--- config.mk ---
export PLATFORM = sky130hd
export DESIGN_NAME = decode_stage
export DESIGN_NICKNAME = d
export VERILOG_FILES = /design/src/rtl/decode_stage.sv
export SDC_FILE = /design/constraint.sdc
export NUM_CORES = 2
export LEC_CHECK = 0
export ABC_AREA = 1
export BUFFER_PORTS_ARGS = -buffer_cell sky130_fd_sc_hd__clkbuf_2
export CORE_UTILIZATION = 59
export CTS_CLUSTER_DIAMETER = 50
export DETAILED_ROUTE_END_ITERATION = 10
export PLACE_DENSITY = 0.76
export SETUP_SLACK_MARGIN = 0.05
export SLEW_MARGIN = 20
export SYNTH_ARGS = -nofsm -noshare
export SYNTH_HDL_FRONTEND = slang
export SYNTH_SLANG_ARGS = --single-unit
--- constraint.sdc ---
create_clock -name i_clk -period 2.95 [get_ports i_clk]
set_input_delay 0.295 -clock i_clk [delete_from_list [all_inputs] [get_ports i_clk]]
set_output_delay 0.295 -clock i_clk [all_outputs]
set_load 0.005 [all_outputs]
--- src/rtl/decode_stage.sv ---
`default_nettype none
// ============================================================================
// Module   : decode_stage
// Purpose  : Pipelined decode: register file with write-back bypass, load-use
//            hazard detection and a registered ID/EX stage with valid/ready.
// Revision : 1.0
// ============================================================================
module decode_stage #(
    parameter int DATA_W     = 32,
    parameter int REG_ADDR_W = 5,
    parameter int R0_ZERO    = 1
) (
    input  logic                  i_clk,
    input  logic                  i_rst,
    input  logic                  i_valid,
    output logic                  o_ready,
    input  logic [REG_ADDR_W-1:0] i_rs,
    input  logic [REG_ADDR_W-1:0] i_rt,
    input  logic [REG_ADDR_W-1:0] i_rd,
    input  logic                  i_c_regDst,
    input  logic                  i_c_regWrite,
    input  logic                  i_c_memRead,
    input  logic                  i_wb_we,
    input  logic [REG_ADDR_W-1:0] i_wb_addr,
    input  logic [DATA_W-1:0]     i_wb_data,
    input  logic                  i_flush,
    input  logic                  i_ex_ready,
    output logic                  o_valid,
    output logic [DATA_W-1:0]     o_op1,
    output logic [DATA_W-1:0]     o_op2,
    output logic [REG_ADDR_W-1:0] o_wrAddr,
    output logic                  o_regWrite,
    output logic                  o_memRead
);

    localparam int c_NUM_REGS = 1 << REG_ADDR_W;

    logic [DATA_W-1:0]     r_regs [c_NUM_REGS];
    logic                  r_valid;
    logic [DATA_W-1:0]     r_op1;
    logic [DATA_W-1:0]     r_op2;
    logic [REG_ADDR_W-1:0] r_wr_addr;
    logic                  r_reg_write;
    logic                  r_mem_read;

    logic                  w_wr_en;
    logic [DATA_W-1:0]     w_op1;
    logic [DATA_W-1:0]     w_op2;
    logic [REG_ADDR_W-1:0] w_dst;
    logic                  w_hazard;
    logic                  w_advance;

    assign w_wr_en = i_wb_we && !((R0_ZERO != 0) && (i_wb_addr == '0));

    always_ff @(posedge i_clk) begin
        if (i_rst) begin
            for (int i = 0; i < c_NUM_REGS; i++) begin
                r_regs[i] <= '0;
            end
        end else if (w_wr_en) begin
            r_regs[i_wb_addr] <= i_wb_data;
        end
    end

    // Hardwired zero wins over the bypass so a write-back to r0 never leaks.
    always_comb begin
        w_op1 = r_regs[i_rs];
        if (i_wb_we && (i_wb_addr == i_rs)) w_op1 = i_wb_data;
        if ((R0_ZERO != 0) && (i_rs == '0)) w_op1 = '0;
    end

    always_comb begin
        w_op2 = r_regs[i_rt];
        if (i_wb_we && (i_wb_addr == i_rt)) w_op2 = i_wb_data;
        if ((R0_ZERO != 0) && (i_rt == '0)) w_op2 = '0;
    end

    assign w_dst = i_c_regDst ? i_rd : i_rt;

    // Rt is compared even when unused by the instruction: conservative stall.
    assign w_hazard = r_valid && r_mem_read && r_reg_write && (r_wr_addr != '0)
                   && i_valid && ((r_wr_addr == i_rs) || (r_wr_addr == i_rt));

    assign w_advance = !r_valid || i_ex_ready;
    assign o_ready   = w_advance && !w_hazard;

    always_ff @(posedge i_clk) begin
        if (i_rst) begin
            r_valid     <= 1'b0;
            r_op1       <= '0;
            r_op2       <= '0;
            r_wr_addr   <= '0;
            r_reg_write <= 1'b0;
            r_mem_read  <= 1'b0;
        end else if (i_flush || (w_advance && (w_hazard || !i_valid))) begin
            r_valid     <= 1'b0;
            r_reg_write <= 1'b0;
            r_mem_read  <= 1'b0;
        end else if (w_advance) begin
            r_valid     <= 1'b1;
            r_op1       <= w_op1;
            r_op2       <= w_op2;
            r_wr_addr   <= w_dst;
            r_reg_write <= i_c_regWrite;
            r_mem_read  <= i_c_memRead;
        end
    end

    assign o_valid    = r_valid;
    assign o_op1      = r_op1;
    assign o_op2      = r_op2;
    assign o_wrAddr   = r_wr_addr;
    assign o_regWrite = r_reg_write;
    assign o_memRead  = r_mem_read;

endmodule
`default_nettype wire
==> results.ini <==
[pwr]
powerDensity_nw_per_um2=588.0
p_leak_nw=29.76
peakVddDrop_v=0.0004310
total_power_w=0.04064

[routing]
num_vias=58910
first_pass_iters=8
routedWlPerCell_um=24.29
drc=0
vias_per_cell=6.360
drtIter0Drc=10740
wl_um=224900
ant_nets=0

[yosys]
synth-async-reset-ratio_pct=0
synth_area_um2=61400
yosys_warnings=0
yosys-top-cells-count=nand2_1, nor2_1, nand3_1, edfxtp_1, inv_1
synth_ff_type=edfxtp_1
synth-seq-cells=1096
yosysMostFrequentCell=nand2_1
synth.distinct_cells=28
ys_top_cells_by_area=edfxtp_1, nand2_1, nand3_1, nor2_1, inv_1
synth-edff-count=1024
syn_inst=7822
ys_seq_area_share_pct=52.43
yosys.area.top_type=edfxtp_1
syn_avg_cell_area_um2=7.849
synth_top_area_share_pct=50.08

[global_route]
grt_overflow=0
grt_max_degree=97
grt_usage_pct=41.71
grt_pass1_vias=54690
grt_pass1_wl_um=332800
antenna_found_initial=5

[final_layout]
fill_cells=8082
diodes=0
area_growth_pct=12.56
drive_gt1_share_pct=10.11
final_net_count=7846

[timing]
setup_tns_ns=0
setup_violations=0
fin_crit_sh_pct=94.25
slew_viol_final=0
min_period_ns=2.780
rsz0062_at_grt=no
fin_skew_ns=0.02146
finalHoldViolations=0
hold_ws_ns=0.07593
fmax_ghz=0.3597
relSlewSlack_pct=34.47
tightest_slew_ns=0.9769

[setup_path]
cp_slowest_cell=dfxtp_1
critical_path.endpoint_type=output port
critical_path_required_ns=2.65
crit_top_cell=inv_1
start_kind=flop
critPathMaxStageDelay_ns=0.44
r2r_slack_ns=0.42
r2r_start=o_wrAddr[1]
crit_path_start=o_wrAddr[1]
cp.arrival_ns=2.49
crit_type=reg2out
path_max_fanout=4
path_cells=inv_1 -> nand4_1 -> o21bai_1 -> inv_1 -> a21boi_1 -> clkbuf_2

[floorplan]
core_um2=102500
fp.dieW_um=324.6
die_area_um2=105400
ios=134
num_rows=117
die_y_um=324.6
start_util_pct=59.92

[clocking]
cts_made_buffers=133
cts.sinks=1096
post_cts_buffers=0
cts_max_level=4
cts-root-buf=clkbuf_16
clk_latency_ns=0.75
cts_tree=yes
clk_pin_slew_ns=0.06
cts_buffer_depth=3

[hold_path]
hp-class=in2reg
hold_start=i_rd[1]

[placed_design]
dpl.hpwl_um=137500
port_buffers=133
gp_congestion=1.005

[run_status]
outcome=finished, final reports clean

[flow_run]
maxCapViolations=0

worst paths after layout:
check | to | cells past startpoint
max | o_ready | 6
min | o_wrAddr[1] | 4
max reg2reg | o_memRead | 12
min reg2reg | o_op1[23] | 2
final cells by class:
class                           instances  area, µm²  area share [%]
Multi-Input combinational cell       5411      23880           34.55
Clock buffer                          163       3568           5.163
Tap cell                             1368       1712           2.477
Sequential cell                      1096      32190           46.58
Timing Repair Buffer                  464       4269           6.177
Clock inverter                         81      914.6           1.323
Inverter                              679       2577           3.729
metrics by stage:
stage / utilization (%) / worst slack [ns] / std cells / cell area (µm²)
final: 67.44 / 0.1696 / 9262 / 69110
after global routing: 67.44 / 0.1468 / 9262 / 69110
after CTS: 67.44 / 0.1614 / 9262 / 69110
after detailed placement: 62.72 / 0.2889 / 8982 / 64270
after global placement: 62.72 / 0.2910 / 8982 / 64270
after floorplan: - / 0.3053 / 7853 / 61510
cell usage in the layout, fill, tap and decap left out, drive strengths merged, types with 17 or more instances in the layout:
cell | Yosys | routed
bufinv | 0 | 17
nand2 | 1965 | 1965
nand4 | 35 | 35
clkbuf | 330 | 287
clkinv | 1 | 47
o211ai | 224 | 224
inv | 678 | 686
edfxtp | 1024 | 1024
dlygate4sd3 | 0 | 36
a21oi | 298 | 298
conb | 1 | 32
nor2 | 1308 | 1308
o21ai | 188 | 188
buf | 337 | 304
nand3 | 1211 | 1211
or2 | 121 | 121
dfxtp | 72 | 72
timing repair:
item / in CTS / in global routing
hold buffers: 36 / 0
endpoints found under the setup margin: 0 / 1
resized for setup: 0 / 1
hold endpoints to repair: 55 / 0
power by group:
part	switching, W	internal [W]	total (W)
clock	0.00676	0.0101	0.0169
sequential	0.000411	0.0178	0.0182
combinational	0.00392	0.00157	0.00549
total	0.0111	0.0295	0.0406
critical path: cells and delay by family, from the launching register on:
| kind | cells | cell delay (ns) |
|---|---|---|
| AOI/OAI and AO/OA | 2 | 0.57 |
| buffers and inverters | 3 | 0.50 |
| DFF | 1 | 0.44 |
| and+or+nand+nor | 1 | 0.23 |
registers in the layout, indices dropped and copies added, names as in the netlist:
register and count:
o_valid 1, r_regs 1024, o_memRead 1, o_op2 32
o_wrAddr 5, o_op1 32, o_regWrite 1
metal layers:
layer	up-vias	wire length (µm)	share of wire (%)	track usage (%)
met5	-	58	0.026	0
met4	10	15270	6.8	25.67
met3	1022	36460	16	11.63
met2	5325	95400	42	60.90
met1	27040	77740	35	55.17
li1	25510	-	-	-
cell families after synthesis:
family | after synthesis | share of synthesized area [%]
simple gates | 4651 | 31.57
xor+xnor | 4 | 0.05707
flops | 1096 | 52.43
other cells | 1 | 0.006108
buf+inv | 1346 | 9.068
compound gates | 724 | 6.868
No activity file was read; power rests on OpenSTA's default activity.
